--- src/rtl/fetch_sequencer_pkg.sv ---
// Shared definitions for the fetch sequencer: router mode codes, memory
// access kinds, FSM states and the kind-to-mode mapping.
package tau_pkg;

    localparam int MODE_INSTR  = 0;
    localparam int MODE_PEEK   = 1;
    localparam int MODE_LOAD_P = 2;
    localparam int MODE_LOAD_V = 3;

    typedef enum logic [1:0] {
        KIND_PEEK   = 2'd0,
        KIND_LOAD_P = 2'd1,
        KIND_LOAD_V = 2'd2,
        KIND_RSVD   = 2'd3
    } mem_kind_e;

    typedef enum logic [2:0] {
        ST_IDLE,
        ST_FETCH_ADDR,
        ST_FETCH_CAP,
        ST_DISPATCH,
        ST_MEM_ADDR,
        ST_MEM_CAP
    } state_e;

    // Router select for a requested access; the reserved kind behaves as a peek.
    function automatic int kind_to_mode(input mem_kind_e kind);
        case (kind)
            KIND_LOAD_P: return MODE_LOAD_P;
            KIND_LOAD_V: return MODE_LOAD_V;
            default:     return MODE_PEEK;
        endcase
    endfunction

    // Only variable-RAM loads read the variable RAM; everything else reads program RAM.
    function automatic logic kind_uses_vram(input mem_kind_e kind);
        return kind == KIND_LOAD_V;
    endfunction

endpackage

--- src/rtl/fetch_sequencer_if.sv ---
// Handshake between the fetch sequencer (master) and the execute stage (slave):
// instruction presentation with valid/ack, plus jump and memory-access requests
// that ride on the ack.
interface fetch_sequencer_if #(
    parameter int WORD_SIZE = 16,
    parameter int ADDR_SIZE = 8
) ();
    logic [WORD_SIZE-1:0] ir;
    logic                 ir_valid;
    logic                 ir_ack;
    logic                 mem_req;
    logic [1:0]           mem_kind;
    logic [ADDR_SIZE-1:0] mem_addr;
    logic                 jump_en;
    logic [ADDR_SIZE-1:0] jump_addr;
    logic [WORD_SIZE-1:0] mem_data;
    logic                 mem_valid;

    modport master (
        output ir, ir_valid, mem_data, mem_valid,
        input  ir_ack, mem_req, mem_kind, mem_addr, jump_en, jump_addr
    );

    modport slave (
        input  ir, ir_valid, mem_data, mem_valid,
        output ir_ack, mem_req, mem_kind, mem_addr, jump_en, jump_addr
    );
endinterface

--- src/rtl/fetch_sequencer_pc_counter.sv ---
// Program counter: holds pc, increments with natural wrap at 2^ADDR_SIZE,
// or loads a jump target. Load wins if both are requested.
module pc_counter #(
    parameter int          ADDR_SIZE = 8,
    parameter int unsigned RESET_PC  = 0
) (
    input  logic                 clk,
    input  logic                 rst,
    input  logic                 i_inc,
    input  logic                 i_load,
    input  logic [ADDR_SIZE-1:0] i_load_val,
    output logic [ADDR_SIZE-1:0] o_pc
);
    logic [ADDR_SIZE-1:0] r_pc;

    // pc register: synchronous reset, then jump load, then increment.
    always_ff @(posedge clk) begin
        // NOTE: clocked state uses non-blocking assignments so every register
        // samples pre-edge values regardless of block evaluation order.
        if (rst) begin
            r_pc <= ADDR_SIZE'(RESET_PC);
        end else if (i_load) begin
            r_pc <= i_load_val;
        end else if (i_inc) begin
            r_pc <= r_pc + ADDR_SIZE'(1);
        end
    end

    assign o_pc = r_pc;
endmodule

--- src/rtl/fetch_sequencer.sv ---
// Fetch sequencer: drives program/variable RAM reads and the router mode,
// captures routed words, and presents one instruction at a time to the
// execute stage. Peek/load accesses are serviced between instructions.
module fetch_sequencer
    import tau_pkg::*;
#(
    parameter int          WORD_SIZE        = 16,
    parameter int          ADDR_SIZE        = 8,
    parameter int          MODE_SELECT_SIZE = 3,
    parameter int unsigned RESET_PC         = 0
) (
    input  logic                        clk,
    input  logic                        rst,
    input  logic                        run,
    input  logic [WORD_SIZE-1:0]        instruction,
    input  logic [WORD_SIZE-1:0]        peek,
    input  logic [WORD_SIZE-1:0]        load,
    output logic [ADDR_SIZE-1:0]        p_ram_addr,
    output logic                        p_ram_re,
    output logic [ADDR_SIZE-1:0]        v_ram_addr,
    output logic                        v_ram_re,
    output logic [MODE_SELECT_SIZE-1:0] mode,
    output logic [ADDR_SIZE-1:0]        pc,
    output logic                        busy,
    fetch_sequencer_if.master           exe
);
    state_e                      r_state;
    logic [WORD_SIZE-1:0]        r_ir;
    logic                        r_ir_valid;
    logic [WORD_SIZE-1:0]        r_mem_data;
    logic                        r_mem_valid;
    logic [ADDR_SIZE-1:0]        r_p_ram_addr;
    logic                        r_p_ram_re;
    logic [ADDR_SIZE-1:0]        r_v_ram_addr;
    logic                        r_v_ram_re;
    logic [MODE_SELECT_SIZE-1:0] r_mode;

    logic                        w_ack;
    logic                        w_pc_inc;
    logic                        w_pc_load;
    logic [ADDR_SIZE-1:0]        w_pc;
    logic [ADDR_SIZE-1:0]        w_next_fetch_addr;
    mem_kind_e                   w_kind;

    // ir_valid is always set while in DISPATCH, so an ack elsewhere is ignored.
    assign w_ack     = (r_state == ST_DISPATCH) && exe.ir_ack;
    assign w_pc_inc  = (r_state == ST_FETCH_CAP);
    assign w_pc_load = w_ack && exe.jump_en;
    assign w_kind    = mem_kind_e'(exe.mem_kind);

    // A fetch started on the same edge as a jump must already use the target.
    assign w_next_fetch_addr = w_pc_load ? exe.jump_addr : w_pc;

    pc_counter #(
        .ADDR_SIZE (ADDR_SIZE),
        .RESET_PC  (RESET_PC)
    ) u_pc_counter (
        .clk        (clk),
        .rst        (rst),
        .i_inc      (w_pc_inc),
        .i_load     (w_pc_load),
        .i_load_val (exe.jump_addr),
        .o_pc       (w_pc)
    );

    // Sequencer FSM with registered read enables, addresses, mode and captures.
    always_ff @(posedge clk) begin
        if (rst) begin
            r_state      <= ST_IDLE;
            r_ir         <= '0;
            r_ir_valid   <= 1'b0;
            r_mem_data   <= '0;
            r_mem_valid  <= 1'b0;
            r_p_ram_addr <= '0;
            r_p_ram_re   <= 1'b0;
            r_v_ram_addr <= '0;
            r_v_ram_re   <= 1'b0;
            r_mode       <= MODE_SELECT_SIZE'(MODE_INSTR);
        end else begin
            // NOTE: single-cycle strobes default low here so only the state
            // that wants them raises them for exactly one cycle.
            r_mem_valid <= 1'b0;
            r_p_ram_re  <= 1'b0;
            r_v_ram_re  <= 1'b0;

            case (r_state)
                ST_IDLE: begin
                    if (run) begin
                        r_p_ram_addr <= w_pc;
                        r_p_ram_re   <= 1'b1;
                        r_state      <= ST_FETCH_ADDR;
                    end
                end

                ST_FETCH_ADDR: begin
                    r_state <= ST_FETCH_CAP;
                end

                ST_FETCH_CAP: begin
                    r_ir       <= instruction;
                    r_ir_valid <= 1'b1;
                    r_state    <= ST_DISPATCH;
                end

                ST_DISPATCH: begin
                    if (w_ack) begin
                        r_ir_valid <= 1'b0;
                        if (exe.mem_req) begin
                            r_mode <= MODE_SELECT_SIZE'(kind_to_mode(w_kind));
                            if (kind_uses_vram(w_kind)) begin
                                r_v_ram_addr <= exe.mem_addr;
                                r_v_ram_re   <= 1'b1;
                            end else begin
                                r_p_ram_addr <= exe.mem_addr;
                                r_p_ram_re   <= 1'b1;
                            end
                            r_state <= ST_MEM_ADDR;
                        end else if (run) begin
                            r_p_ram_addr <= w_next_fetch_addr;
                            r_p_ram_re   <= 1'b1;
                            r_state      <= ST_FETCH_ADDR;
                        end else begin
                            r_state <= ST_IDLE;
                        end
                    end
                end

                ST_MEM_ADDR: begin
                    r_state <= ST_MEM_CAP;
                end

                ST_MEM_CAP: begin
                    r_mem_data  <= (r_mode == MODE_SELECT_SIZE'(MODE_PEEK)) ? peek : load;
                    r_mem_valid <= 1'b1;
                    r_mode      <= MODE_SELECT_SIZE'(MODE_INSTR);
                    if (run) begin
                        r_p_ram_addr <= w_pc;
                        r_p_ram_re   <= 1'b1;
                        r_state      <= ST_FETCH_ADDR;
                    end else begin
                        r_state <= ST_IDLE;
                    end
                end

                default: begin
                    r_state <= ST_IDLE;
                end
            endcase
        end
    end

    assign p_ram_addr    = r_p_ram_addr;
    assign p_ram_re      = r_p_ram_re;
    assign v_ram_addr    = r_v_ram_addr;
    assign v_ram_re      = r_v_ram_re;
    assign mode          = r_mode;
    assign pc            = w_pc;
    assign busy          = (r_state != ST_IDLE);
    assign exe.ir        = r_ir;
    assign exe.ir_valid  = r_ir_valid;
    assign exe.mem_data  = r_mem_data;
    assign exe.mem_valid = r_mem_valid;
endmodule

--- src/flat_wrapper.sv ---
// flat-port wrapper written by rule: the top's interface ports become plain ports
module fetch_sequencer_flat import tau_pkg::*;
#(
    parameter int          WORD_SIZE        = 16,
    parameter int          ADDR_SIZE        = 8,
    parameter int          MODE_SELECT_SIZE = 3,
    parameter int unsigned RESET_PC         = 0
)
  (clk, rst, run, instruction, peek, load, p_ram_addr, p_ram_re, v_ram_addr, v_ram_re, mode, pc, busy, exe_ir, exe_ir_valid, exe_mem_data, exe_mem_valid, exe_ir_ack, exe_mem_req, exe_mem_kind, exe_mem_addr, exe_jump_en, exe_jump_addr);
  fetch_sequencer_if #(.WORD_SIZE(WORD_SIZE), .ADDR_SIZE(ADDR_SIZE)) exe_i ();
  input  logic clk;
  input  logic rst;
  input  logic run;
  input  logic [WORD_SIZE-1:0] instruction;
  input  logic [WORD_SIZE-1:0] peek;
  input  logic [WORD_SIZE-1:0] load;
  output logic [ADDR_SIZE-1:0] p_ram_addr;
  output logic p_ram_re;
  output logic [ADDR_SIZE-1:0] v_ram_addr;
  output logic v_ram_re;
  output logic [MODE_SELECT_SIZE-1:0] mode;
  output logic [ADDR_SIZE-1:0] pc;
  output logic busy;
  output wire logic [$bits(exe_i.ir)-1:0] exe_ir;
  output wire logic [$bits(exe_i.ir_valid)-1:0] exe_ir_valid;
  output wire logic [$bits(exe_i.mem_data)-1:0] exe_mem_data;
  output wire logic [$bits(exe_i.mem_valid)-1:0] exe_mem_valid;
  input wire logic [$bits(exe_i.ir_ack)-1:0] exe_ir_ack;
  input wire logic [$bits(exe_i.mem_req)-1:0] exe_mem_req;
  input wire logic [$bits(exe_i.mem_kind)-1:0] exe_mem_kind;
  input wire logic [$bits(exe_i.mem_addr)-1:0] exe_mem_addr;
  input wire logic [$bits(exe_i.jump_en)-1:0] exe_jump_en;
  input wire logic [$bits(exe_i.jump_addr)-1:0] exe_jump_addr;
  assign exe_ir = exe_i.ir;
  assign exe_ir_valid = exe_i.ir_valid;
  assign exe_mem_data = exe_i.mem_data;
  assign exe_mem_valid = exe_i.mem_valid;
  assign exe_i.ir_ack = exe_ir_ack;
  assign exe_i.mem_req = exe_mem_req;
  assign exe_i.mem_kind = exe_mem_kind;
  assign exe_i.mem_addr = exe_mem_addr;
  assign exe_i.jump_en = exe_jump_en;
  assign exe_i.jump_addr = exe_jump_addr;
  fetch_sequencer #(.WORD_SIZE(WORD_SIZE), .ADDR_SIZE(ADDR_SIZE), .MODE_SELECT_SIZE(MODE_SELECT_SIZE), .RESET_PC(RESET_PC)) u_core (.clk(clk), .rst(rst), .run(run), .instruction(instruction), .peek(peek), .load(load), .p_ram_addr(p_ram_addr), .p_ram_re(p_ram_re), .v_ram_addr(v_ram_addr), .v_ram_re(v_ram_re), .mode(mode), .pc(pc), .busy(busy), .exe(exe_i));
endmodule
--- config.mk ---
export PLATFORM = sky130hd
export DESIGN_NAME = fetch_sequencer_flat
export DESIGN_NICKNAME = d
export VERILOG_FILES = /design/src/rtl/fetch_sequencer_pkg.sv /design/src/rtl/fetch_sequencer_if.sv /design/src/rtl/fetch_sequencer_pc_counter.sv /design/src/rtl/fetch_sequencer.sv /design/src/flat_wrapper.sv
export SDC_FILE = /design/constraint.sdc
export NUM_CORES = 1
export LEC_CHECK = 0
export BUFFER_PORTS_ARGS = -buffer_cell sky130_fd_sc_hd__buf_2
export CAP_MARGIN = 30
export CORE_MARGIN = 1.5
export CORE_UTILIZATION = 40
export CTS_CLUSTER_SIZE = 30
export DETAILED_ROUTE_END_ITERATION = 12
export HOLD_SLACK_MARGIN = 0.12
export PLACE_DENSITY = 0.73
export SYNTH_ARGS = -nofsm -noshare
export SYNTH_HDL_FRONTEND = slang
export SYNTH_HIERARCHICAL = 1
export SYNTH_SLANG_ARGS = --single-unit
--- constraint.sdc ---
create_clock -name clk -period 3 [get_ports clk]
set_input_delay 0.15 -clock clk [delete_from_list [all_inputs] [get_ports clk]]
set_output_delay 0.15 -clock clk [all_outputs]
set_load 0.01 [all_outputs]
## After elaboration in Yosys (flattened, before gate mapping)

Cells that the tools add are included.

| word-level totals | value |
|---|---|
| output and inout port bits | 64 |
| logic and storage cells | 72 |
| register bits after elaboration | 66 |
| bits of input ports | 72 |

| operators by class | value |
|---|---|
| bitwise logic cells | 3 |
| equal/unequal tests | 14 |
| reductions and logical operators | 15 |
| $add $sub $neg | 1 |
| multiplexer cells | 28 |

Operators by type and width:

| kind | number |
|---|---|
| $mux W8 | 8 |
| $pmux W3 S6 | 1 |
| $mux W16 | 1 |
| $pmux W8 S2 | 1 |
| $mux W3 | 5 |
| $add A8 B1 Y8 const B | 1 |
| $mux W1 | 8 |
| $reduce_bool A2 Y1 | 4 |
| $eq A3 B1 Y1 const B | 2 |
| $eq A3 B2 Y1 const B | 2 |
| $eq A3 B3 Y1 const B | 2 |
| $ne A3 B3 Y1 const B | 2 |
| $pmux W3 S2 | 1 |
| $reduce_and A5 Y1 | 1 |
| $ne A2 B1 Y1 const B | 2 |
| $ne A2 B2 Y1 const B | 2 |
| $pmux W1 S2 | 2 |
| $pmux W2 S2 | 1 |
| $reduce_and A2 Y1 | 2 |
| $reduce_and A4 Y1 | 1 |
| $reduce_or A4 Y1 | 1 |
| $logic_not A3 Y1 | 1 |
| $not A1 Y1 | 3 |
| $reduce_and A3 Y1 | 1 |
| other kinds (5) | 6 |

## Longest topological paths before layout

Gate-level depths: netlist of run 1.

| depth | value |
|---|---|
| depth after elaboration | 8 |
| gate-level depth with buffers | 9 |
| mapped depth without buffers | 6 |

## Cells and area by module

Netlist of run 1, hierarchy kept.

Modules (own cells, without submodules):

| module | cells an instance | sequential area each (µm²) | area an instance (µm²) | times used |
|---|---|---|---|---|
| fetch_sequencer | 284 | 1,141.1 | 2,567.5 | 1 |
| pc_counter | 53 | 160.2 | 464.2 | 1 |

## Least setup slack after synthesis of run 1

OpenSTA, ideal clock, no wires.

| timing | value |
|---|---|
| path type | reg-to-reg |
| start | register u_core.r_state[1] |
| end | register u_core.u_pc_counter.r_pc[7] (netlist: u_core/u_pc_counter/o_pc[7]) |
| period minus slack after synthesis | 2.297 ns |
| data arrival time | 2.218 ns |
| buffers on the path | 3 |
| stages on the path, launching flop included | 10 |
| required time | 2.921 ns |
| setup time | 0.079 ns |
| slack | 0.703 ns |
| path through | dfxtp_1 inv_1 or3_1 buf_2 inv_2 buf_6 buf_6 or3b_1 or4_1 o211ai_1 |

| between the ends | value |
|---|---|
| elaborated cells between the ends (all ways) | 6 |
| those cells by class | 2 x eq/ne; 1 x mux; 3 x reduce/logical |

RTL lines:

| element | line | source |
|---|---|---|
| from (decl) | fetch_sequencer.sv:27 | `state_e r_state;` |
| from (signal assigned) | fetch_sequencer.sv:69 | `r_state <= ST_IDLE;` |
| from (signal assigned) | fetch_sequencer.sv:91 | `r_state <= ST_FETCH_ADDR;` |
| from (signal assigned) | fetch_sequencer.sv:96 | `r_state <= ST_FETCH_CAP;` |
| $eq A3 B2 Y1 | fetch_sequencer.sv:47 | `assign w_pc_inc = (r_state == ST_FETCH_CAP);` |
| named net u_core.w_pc_inc | fetch_sequencer.sv:39 | `logic w_pc_inc;` |
| $reduce_bool A2 Y1 (no line) | n/a |  |
| to (signal assigned) | fetch_sequencer_pc_counter.sv:21 | `r_pc <= ADDR_SIZE'(RESET_PC);` |
| to (signal assigned) | fetch_sequencer_pc_counter.sv:23 | `r_pc <= i_load_val;` |
| to (signal assigned) | fetch_sequencer_pc_counter.sv:25 | `r_pc <= r_pc + ADDR_SIZE'(1);` |
| to (decl) | fetch_sequencer_pc_counter.sv:14 | `logic [ADDR_SIZE-1:0] r_pc;` |

The timed path passes the listed nets, and every way through them passes these cells.
A chain may end at the register's enable or synchronous reset.

## Worst setup path in the final report of run 1

| timing | value |
|---|---|
| start | register u_core.r_state[1] |
| end | register u_core.u_pc_counter.r_pc[7] (netlist: u_core/u_pc_counter/o_pc[7]) |

| between the ends | value |
|---|---|
| cells in the longest elaborated chain, start to end | 4 |
| elaborated cells between the ends (all ways) | 6 |
| those cells by class | 2 x eq/ne; 1 x mux; 3 x reduce/logical |

Ends and longest elaborated chain:

| element | line | source |
|---|---|---|
| $eq A3 B2 Y1 | fetch_sequencer.sv:46 | `assign w_ack = (r_state == ST_DISPATCH) && exe.ir_ack;` |
| $logic_and A1 B1 Y1 | fetch_sequencer.sv:46 |  |
| $logic_and A1 B1 Y1 | fetch_sequencer.sv:48 | `assign w_pc_load = w_ack && exe.jump_en;` |
| $mux W8 or $reduce_bool A2 Y1 (tied branches) | n/a |  |

Parallel ways exist; a longest one is shown, timed or not.

==> implementation parameters, run 1 <==
Parameter                              Value

Power
  Leakage power summed over all cells    1.919 nW
  Worst voltage drop across the vdd grid    0.0003003 V
  Power density of the placed cells    approximately 480 nW/um^2

Hold path
  Hold depth    3
  Hold Path Class    input pin to flip-flop

Critical path
  Crit path max fanout    18
  Critical path cell sequence    inv_1, or3_1, inv_2, or3b_1, or4_1, o211ai_1
  Critical path buffer and inverter count    2
  Total number of cells along the worst setup path    6
  Worst path arrival time    2620 ps
  Critical path capture point type    flip-flop
  Critical-path top delay cell    sky130_fd_sc_hd__or3_1
  Req. time, crit path    between 3000 and 4000 ps
  Sort of element at the start of the critical path    flip-flop
  Kind of cell with the highest combined delay on the critical path    simple AND/OR/NAND/NOR gates
  Critical Setup Path Class    flip-flop to flip-flop
  Worst Reg2Reg Path Length in Cells    6
  CP max stage delay    620 ps

Layout
  Syn-to-layout area delta    39.58%
  Multi-input gate area    1553 sq um
  # fillers    663
  Total inserted antenna cells    0
  Fraction of layout cells with a size suffix above 1    about a third
  Sequential standard cell area    ~1300 sq um
  # nets final    roughly 570

Yosys
  Mean instance size in the synthesized netlist    8.996 sq um
  Number of synthesized register bits    65
  Most used flip-flop cell after synthesis    sky130_fd_sc_hd__dfxtp_1
  Number of warnings reported in the yosys synthesis log    6
  Share of async-settable or async-resettable flops after synthesis    0%
  Sequential area share after synthesis    a little over two fifths
  Area of the mapped netlist    3032 sq um
  Net Count, Synth    412
  Post-Synthesis Cells    337
  Number of synthesized flops with an enable pin    0
  Synth cell types    49

Global routing
  Global-route wire length before repair    13560 um
  Via count of the first global-routing pass    2857
  Number of antenna violations at the first check in global routing    0
  Total congestion overflow after global routing    0
  Total Routing Usage GR    20.63%
  Pin count of the biggest net entering global routing    40

Route
  Vias after detailed routing    3046
  Routed Antenna Nets    0
  Number of iterations in the first detailed-routing pass    4
  Number of violations reported at the end of detailed-routing iteration 0    approximately 110
  Detailed-route vias per instance    5.119
  Routed wire length    8418 um
  # DRC    0
  Detail-routed net length per standard cell    14.15 um

Timing
  RSZ-0062 raised after global routing    false
  Max Fclk    421.3 MHz
  Worst clock skew on the final layout    11.72 ps
  Transition time at the pin with the least slew margin    948.1 ps
  Aggregate negative setup slack    0 ps
  Final Max Slew Viols    0
  Slew margin rel.    36.50%
  Period utilisation layout    79.12%
  Tmin final    around 2400 ps
  Number of endpoints failing setup at the final stage    0
  Total count of hold-check failures in the final report    0
  Final setup margin    about 630 ps

Floorplanning
  Floorplan Core Area    roughly 7300 sq um
  Die outline area    8111 sq um
  Total number of placement rows    31
  Starting density of the core    41.58%
  Die Wd    90.06 um
  Overall die height    90.06 um
  Number of top-level pins    136

CTS
  Post-cts gate resize count    0
  Clock tree from TritonCTS    yes
  CTS H-tree depth    3
  Worst-skew pair later-pin latency    340 ps
  Clock transition time at the flip-flop clock pins of the worst setup and hold paths    80 ps
  Buffer type at the clock tree root    sky130_fd_sc_hd__clkbuf_8
  Clock Tree Buf Depth    2
  Total clock buffers created by CTS    9
  # clock sinks    65

Run status
  Status    finished, final reports clean

Place
  Gpl congestion    0.8295
  Half-perimeter wire length of the detailed placement result    5746 um
  Setup WS pre-CTS    668.8 ps
  Quantity of I/O buffers inserted on ports    134

Job
  Max-cap violations    0
## Yosys cell counts, drive strengths merged, types with 4 or more instances
cell type,count,area (sq um)
o22ai,7,43.79
nor2b,4,25.02
buf,13,97.59
clkbuf,12,48.80
xor2,4,35.03
o211ai,4,30.03
nor3,15,75.07
nand4b,7,61.31
nand3,6,35.03
dfxtp,65,1301
mux2i,26,260.3
inv,8,30.03
a21oi,23,115.1
nor2,35,131.4
nand2,43,161.4
a211oi,19,142.6
o41ai,7,106.4
## cells in the final DEF, fill, tap and decap left out, drive strengths merged, types with 2 or more instances in the layout
cell         netlist  routed
buf               13     138
dfxtp             65      65
nand2             43      43
nor2              35      35
dlygate4sd3        0      30
mux2i             26      26
a21oi             23      23
a211oi            19      19
nor3              15      15
clkbuf            12       9
inv                8       8
o22ai              7       7
nand4b             7       7
o41ai              7       7
nand3              6       6
clkinv             1       5
xor2               4       4
o211ai             4       4
nor2b              4       4
and3               3       3
mux2               3       3
ha                 3       3
nand4              3       3
nor3b              3       3
bufinv             0       2
or3                2       2
nand2b             2       2
or4                2       2
o21ai              2       2
## layer usage
metal  vias up  global-route usage, %  routed length (um)
li1       1513                      -                   -
met1      1394                  24.69                3708
met2       131                  34.47                3973
met3         8                  5.499                 625
met4         0                  9.259                 111
met5         -                      0                   0
## through the flow
stage / hold WS [ps] / instances / util (%) / total power, mW / area (sq um)
2_1_floorplan: 286.0 / 337 / - / 1.089 / 3032
3_3_place_gp: 392.9 / 549 / 50.91 / 1.187 / 3712
3_5_place_dp: 398.9 / 549 / 50.91 / 1.196 / 3712
4_1_cts: 140.5 / 595 / 58.03 / 2.043 / 4232
5_1_grt: 147.5 / 595 / 58.03 / 2.110 / 4232
6_report: 151.7 / 595 / 58.03 / 2.023 / 4232
## worst register-to-register path: cells and delay by family, from the launching register on
family                 cells  cell delay, ps
AND/OR/NAND/NOR            3            1450
flip-flops                 1             460
AO/OA/AOI/OAI              1             100
buffers and inverters      2             290
## registers in the layout (all words and copies together), names as in the netlist
name and flops:
u_core/exe.ir 16, u_core/exe.mem_data 16, u_core/p_ram_addr 8, u_core/u_pc_counter/o_pc 8
u_core/v_ram_addr 8, u_core/r_state 3, u_core/mode 2, u_core/exe.ir_valid 1
u_core/exe.mem_valid 1, u_core/p_ram_re 1, u_core/v_ram_re 1
## report_power, final
| part | switching [mW] | leakage, nW | internal [mW] |
|---|---|---|---|
| Sequential | 0.0251 | 0.526 | 0.892 |
| Clock | 0.346 | 0.109 | 0.468 |
| Combinational | 0.154 | 1.28 | 0.137 |
| Total | 0.526 | 1.92 | 1.50 |
## path summary, 6_finish.rpt
| check | endpoint | slack [ps] | from |
|---|---|---|---|
| worst max-delay path | u_core/u_pc_counter/o_pc[7]$_SDFFE_PP0P_ | 630 | u_core/r_state[1]$_SDFFE_PP0P_ |
| worst min-delay path | u_core/exe.mem_data[6]$_SDFFE_PP0N_ | 150 | load[6] |
| worst max register to register | u_core/u_pc_counter/o_pc[7]$_SDFFE_PP0P_ | 630 | u_core/r_state[1]$_SDFFE_PP0P_ |
| worst min register to register | u_core/exe.ir[3]$_SDFFE_PP0P_ | 450 | u_core/exe.ir[3]$_SDFFE_PP0P_ |
## area by class of cell
cell class              count  area share, %
multi-input cells         238          36.69
clock buffers               9          2.927
inverters                   9         0.7983
flip-flops and latches     65          30.75
clock inverters             7          2.247
well taps                  99          2.927
repair buffers            168          23.65
## repair_timing
action                    in CTS  in global routing
hold buffers                  30                  0
hold endpoints to repair      30                  0
setup buffers                  0                  0
## logic make-up after synthesis
kind of cell | Yosys count | synth area share (%)
AND/OR/NAND/NOR | 129 | 20.51
adder cells (fa/ha/maj) | 3 | 1.238
flip-flops | 65 | 42.92
XOR/XNOR | 5 | 1.692
multiplexers | 29 | 9.699
AO/OA/AOI/OAI | 71 | 17.87
buffers and inverters | 34 | 5.943
other | 1 | 0.1237
No activity file was read; power rests on OpenSTA's default activity.
==> run 2, diff against run 1 <==
- clock period: 3 -> 2.45 ns (I/O delays scaled with it)
==> implementation parameters, run 2 (synthesized netlist as in run 1, its figures left out) <==
Parameter                              Value

Critical path
  Critical Setup Path Class    flip-flop to flip-flop
  Critical-path top delay cell    sky130_fd_sc_hd__or4_1
  Critical path cell sequence    inv_1, or3_1, inv_2, or3b_1, or4_1, o211ai_1
  Crit path max fanout    9 (-9)
  Reg2reg setup slack    390 ps (-230 ps)
  Kind of cell with the highest combined delay on the critical path    simple AND/OR/NAND/NOR gates
  Worst path arrival time    2310 ps (-310 ps)
  Sort of element at the start of the critical path    flip-flop
  CP max stage delay    480 ps (-140 ps)
  Critical path capture point type    flip-flop
  Req. time, crit path    2700 ps (-550 ps)
  Critical path buffer and inverter count    2 (unchanged)

Route
  Detail-routed net length per standard cell    14.64 um (+3.5%)
  Uppermost layer routed    met4
  # DRC    0 (unchanged)
  Amount of wire on met2 after detailed routing    4348 um (+9.4%)
  Number of violations reported at the end of detailed-routing iteration 0    163 (+52%)
  Routed wire length    9107 um (+8.2%)
  Routed metal-1 wirelength    3939 um (+6.2%)
  Detailed-route vias per instance    5.133 (+0.28%)
  Number of iterations in the first detailed-routing pass    4 (unchanged)
  Routed Antenna Nets    0 (unchanged)
  Wire length on met3    621 um (-0.64%)
  Vias after detailed routing    3193 (+4.8%)

Floorplanning
  Die outline area    8111 sq um (unchanged)
  Overall die height    90.06 um (unchanged)
  Starting density of the core    41.58% (unchanged)
  Floorplan Core Area    7292 sq um (unchanged)
  Number of top-level pins    136 (unchanged)
  Total number of placement rows    31 (unchanged)
  Die Wd    90.06 um (unchanged)

Layout
  # nets final    593 (+4.8%)
  Commonest cells after routing, fill and taps aside    sky130_fd_sc_hd__buf_2 (134), sky130_fd_sc_hd__dfxtp_1 (65), sky130_fd_sc_hd__dlygate4sd3_1 (52)
  Fraction of layout cells with a size suffix above 1    33.46% (-0.81 points)
  Core utilization of the finished layout    61.24% (+3.2 points)
  Total inserted antenna cells    0 (unchanged)
  # fillers    636 (-4.1%)
  Commonest non-fill, non-tap cell in the layout    sky130_fd_sc_hd__buf_2
  Finished Cell Area    4466 sq um (+5.5%)
  Syn-to-layout area delta    47.30%

Job
  Max-cap violations    0 (unchanged)

Timing
  RSZ-0062 raised after global routing    false
  Total count of hold-check failures in the final report    0 (unchanged)
  Tmin final    2058 ps (-315.2 ps)
  Final Max Slew Viols    0 (unchanged)
  Number of endpoints failing setup at the final stage    0 (unchanged)
  Worst clock skew on the final layout    9.003 ps (-2.712 ps)
  Period utilisation layout    84.02% (+4.9 points)
  Transition time at the pin with the least slew margin    613.7 ps (-334.5 ps)
  Slew margin rel.    58.98% (+22 points)
  Max Fclk    485.8 MHz (+15%)
  Aggregate negative setup slack    0 ps (unchanged)

CTS
  Post-CTS setup buffer count    0 (unchanged)
  Total clock buffers created by CTS    9 (unchanged)
  # clock sinks    65 (unchanged)
  Worst-skew pair later-pin latency    340 ps (about the same)
  Clock transition time at the flip-flop clock pins of the worst setup and hold paths    70 ps (about the same)
  Buffer type at the clock tree root    sky130_fd_sc_hd__clkbuf_8
  Clock tree from TritonCTS    yes
  CTS H-tree depth    3 (unchanged)
  Clock Tree Buf Depth    2 (unchanged)

Place
  Placed cell areas    3750 sq um (+1.0%)
  Half-perimeter wire length of the detailed placement result    5808 um (+1.1%)
  Quantity of I/O buffers inserted on ports    134 (unchanged)
  Gpl congestion    0.8472 (+2.1%)

Power
  Proportion of total power due to net switching    26.28% (+0.29 points)
  Relative contribution of combinational cells to total power    16.4% (+2.0 points)
  Leakage power summed over all cells    2.028 nW (+5.7%)
  Worst voltage drop across the vdd grid    0.0002803 V (-6.6%)
  Switching power    634.5 uW (+21%)
  Clock network power share    37.0% (-3.2 points)
  Portion of total power attributed to sequential cells    46.5% (+1.2 points)
  Internal    1.780 mW (+19%)
  Power density of the placed cells    540.6 nW/um^2 (+13%)

Global routing
  Global-route wire length before repair    15030 um (+11%)
  Pin count of the biggest net entering global routing    36 (-10%)
  Total congestion overflow after global routing    0 (unchanged)
  Via count of the first global-routing pass    3148 (+10%)
  Number of antenna violations at the first check in global routing    0 (unchanged)
  Total Routing Usage GR    22.84% (+2.2 points)

Run status
  Status    finished, final reports clean

Hold path
  Hold Path Class    input pin to flip-flop
[run 2: cell types whose count changed in the layout (fill, tap and decap cells not counted)]
| cell | delta |
|---|---|
| sky130_fd_sc_hd__dlygate4sd3_1 | +22 |
| sky130_fd_sc_hd__buf_4 | +5 |
| sky130_fd_sc_hd__clkinv_2 | +2 |
| sky130_fd_sc_hd__clkinv_4 | -2 |
| sky130_fd_sc_hd__bufinv_16 | -1 |
| sky130_fd_sc_hd__clkbuf_8 | +1 |
[run 2: metal layers]
layer	global-route usage [%]	up-vias
met3	5.076	17
met1	27.63	1464
li1	-	1572
met2	38.45	140
met4	10.58	0
met5	0	-
[run 2: final timing paths]
path	start	end	cells past startpoint
worst min register to register	u_core/exe.ir[5]$_SDFFE_PP0P_	u_core/exe.ir[5]$_SDFFE_PP0P_	2
worst max-delay path	u_core/r_state[1]$_SDFFE_PP0P_	u_core/u_pc_counter/o_pc[5]$_SDFFE_PP0P_	6
worst max register to register	u_core/r_state[1]$_SDFFE_PP0P_	u_core/u_pc_counter/o_pc[5]$_SDFFE_PP0P_	6
worst min-delay path	peek[7]	u_core/exe.mem_data[7]$_SDFFE_PP0N_	3
[run 2: area by class of cell]
| cell class | instances | area [sq um] | share of cell area, % |
|---|---|---|---|
| multi-input cells | 238 | 1553 | 34.77 |
| flip-flops and latches | 65 | 1301 | 29.14 |
| repair buffers | 195 | 1259 | 28.19 |
| clock buffers | 10 | 137.6 | 3.082 |
| well taps | 99 | 123.9 | 2.774 |
| clock inverters | 6 | 57.56 | 1.289 |
| inverters | 9 | 33.78 | 0.7565 |
[run 2: power groups by stage]
stage	Sequential (mW)	Combinational (mW)	Clock (mW)
CTS	1.12	0.389	0.917
floorplan	1.15	0.180	0
finish	1.12	0.396	0.894
global placement	1.14	0.316	0
detailed placement	1.15	0.324	0
global route	1.13	0.432	0.973
[run 2: repair_timing]
action                                 4_1_cts  5_1_grt
gates resized for setup                      0        0
endpoints found under the hold margin       44        0
hold buffers                                52        0
[run 2: metrics by stage]
step                hold slack (ps)  instances  worst slack (ps)  total power, mW
finish                        139.7        622             391.5            2.414
CTS                           120.4        622             411.6            2.428
global route                  140.5        622             262.9            2.533
global placement              362.8        554             509.0            1.460
floorplan                     258.5        337             152.8            1.333
detailed placement            370.8        554             434.0            1.471
[run 2: worst min-delay path, delay by kind of cell]
kind                   cells  cell delay [ps]
multiplexers               1              130
buffers and inverters      1               90
AO/OA/AOI/OAI              1               90
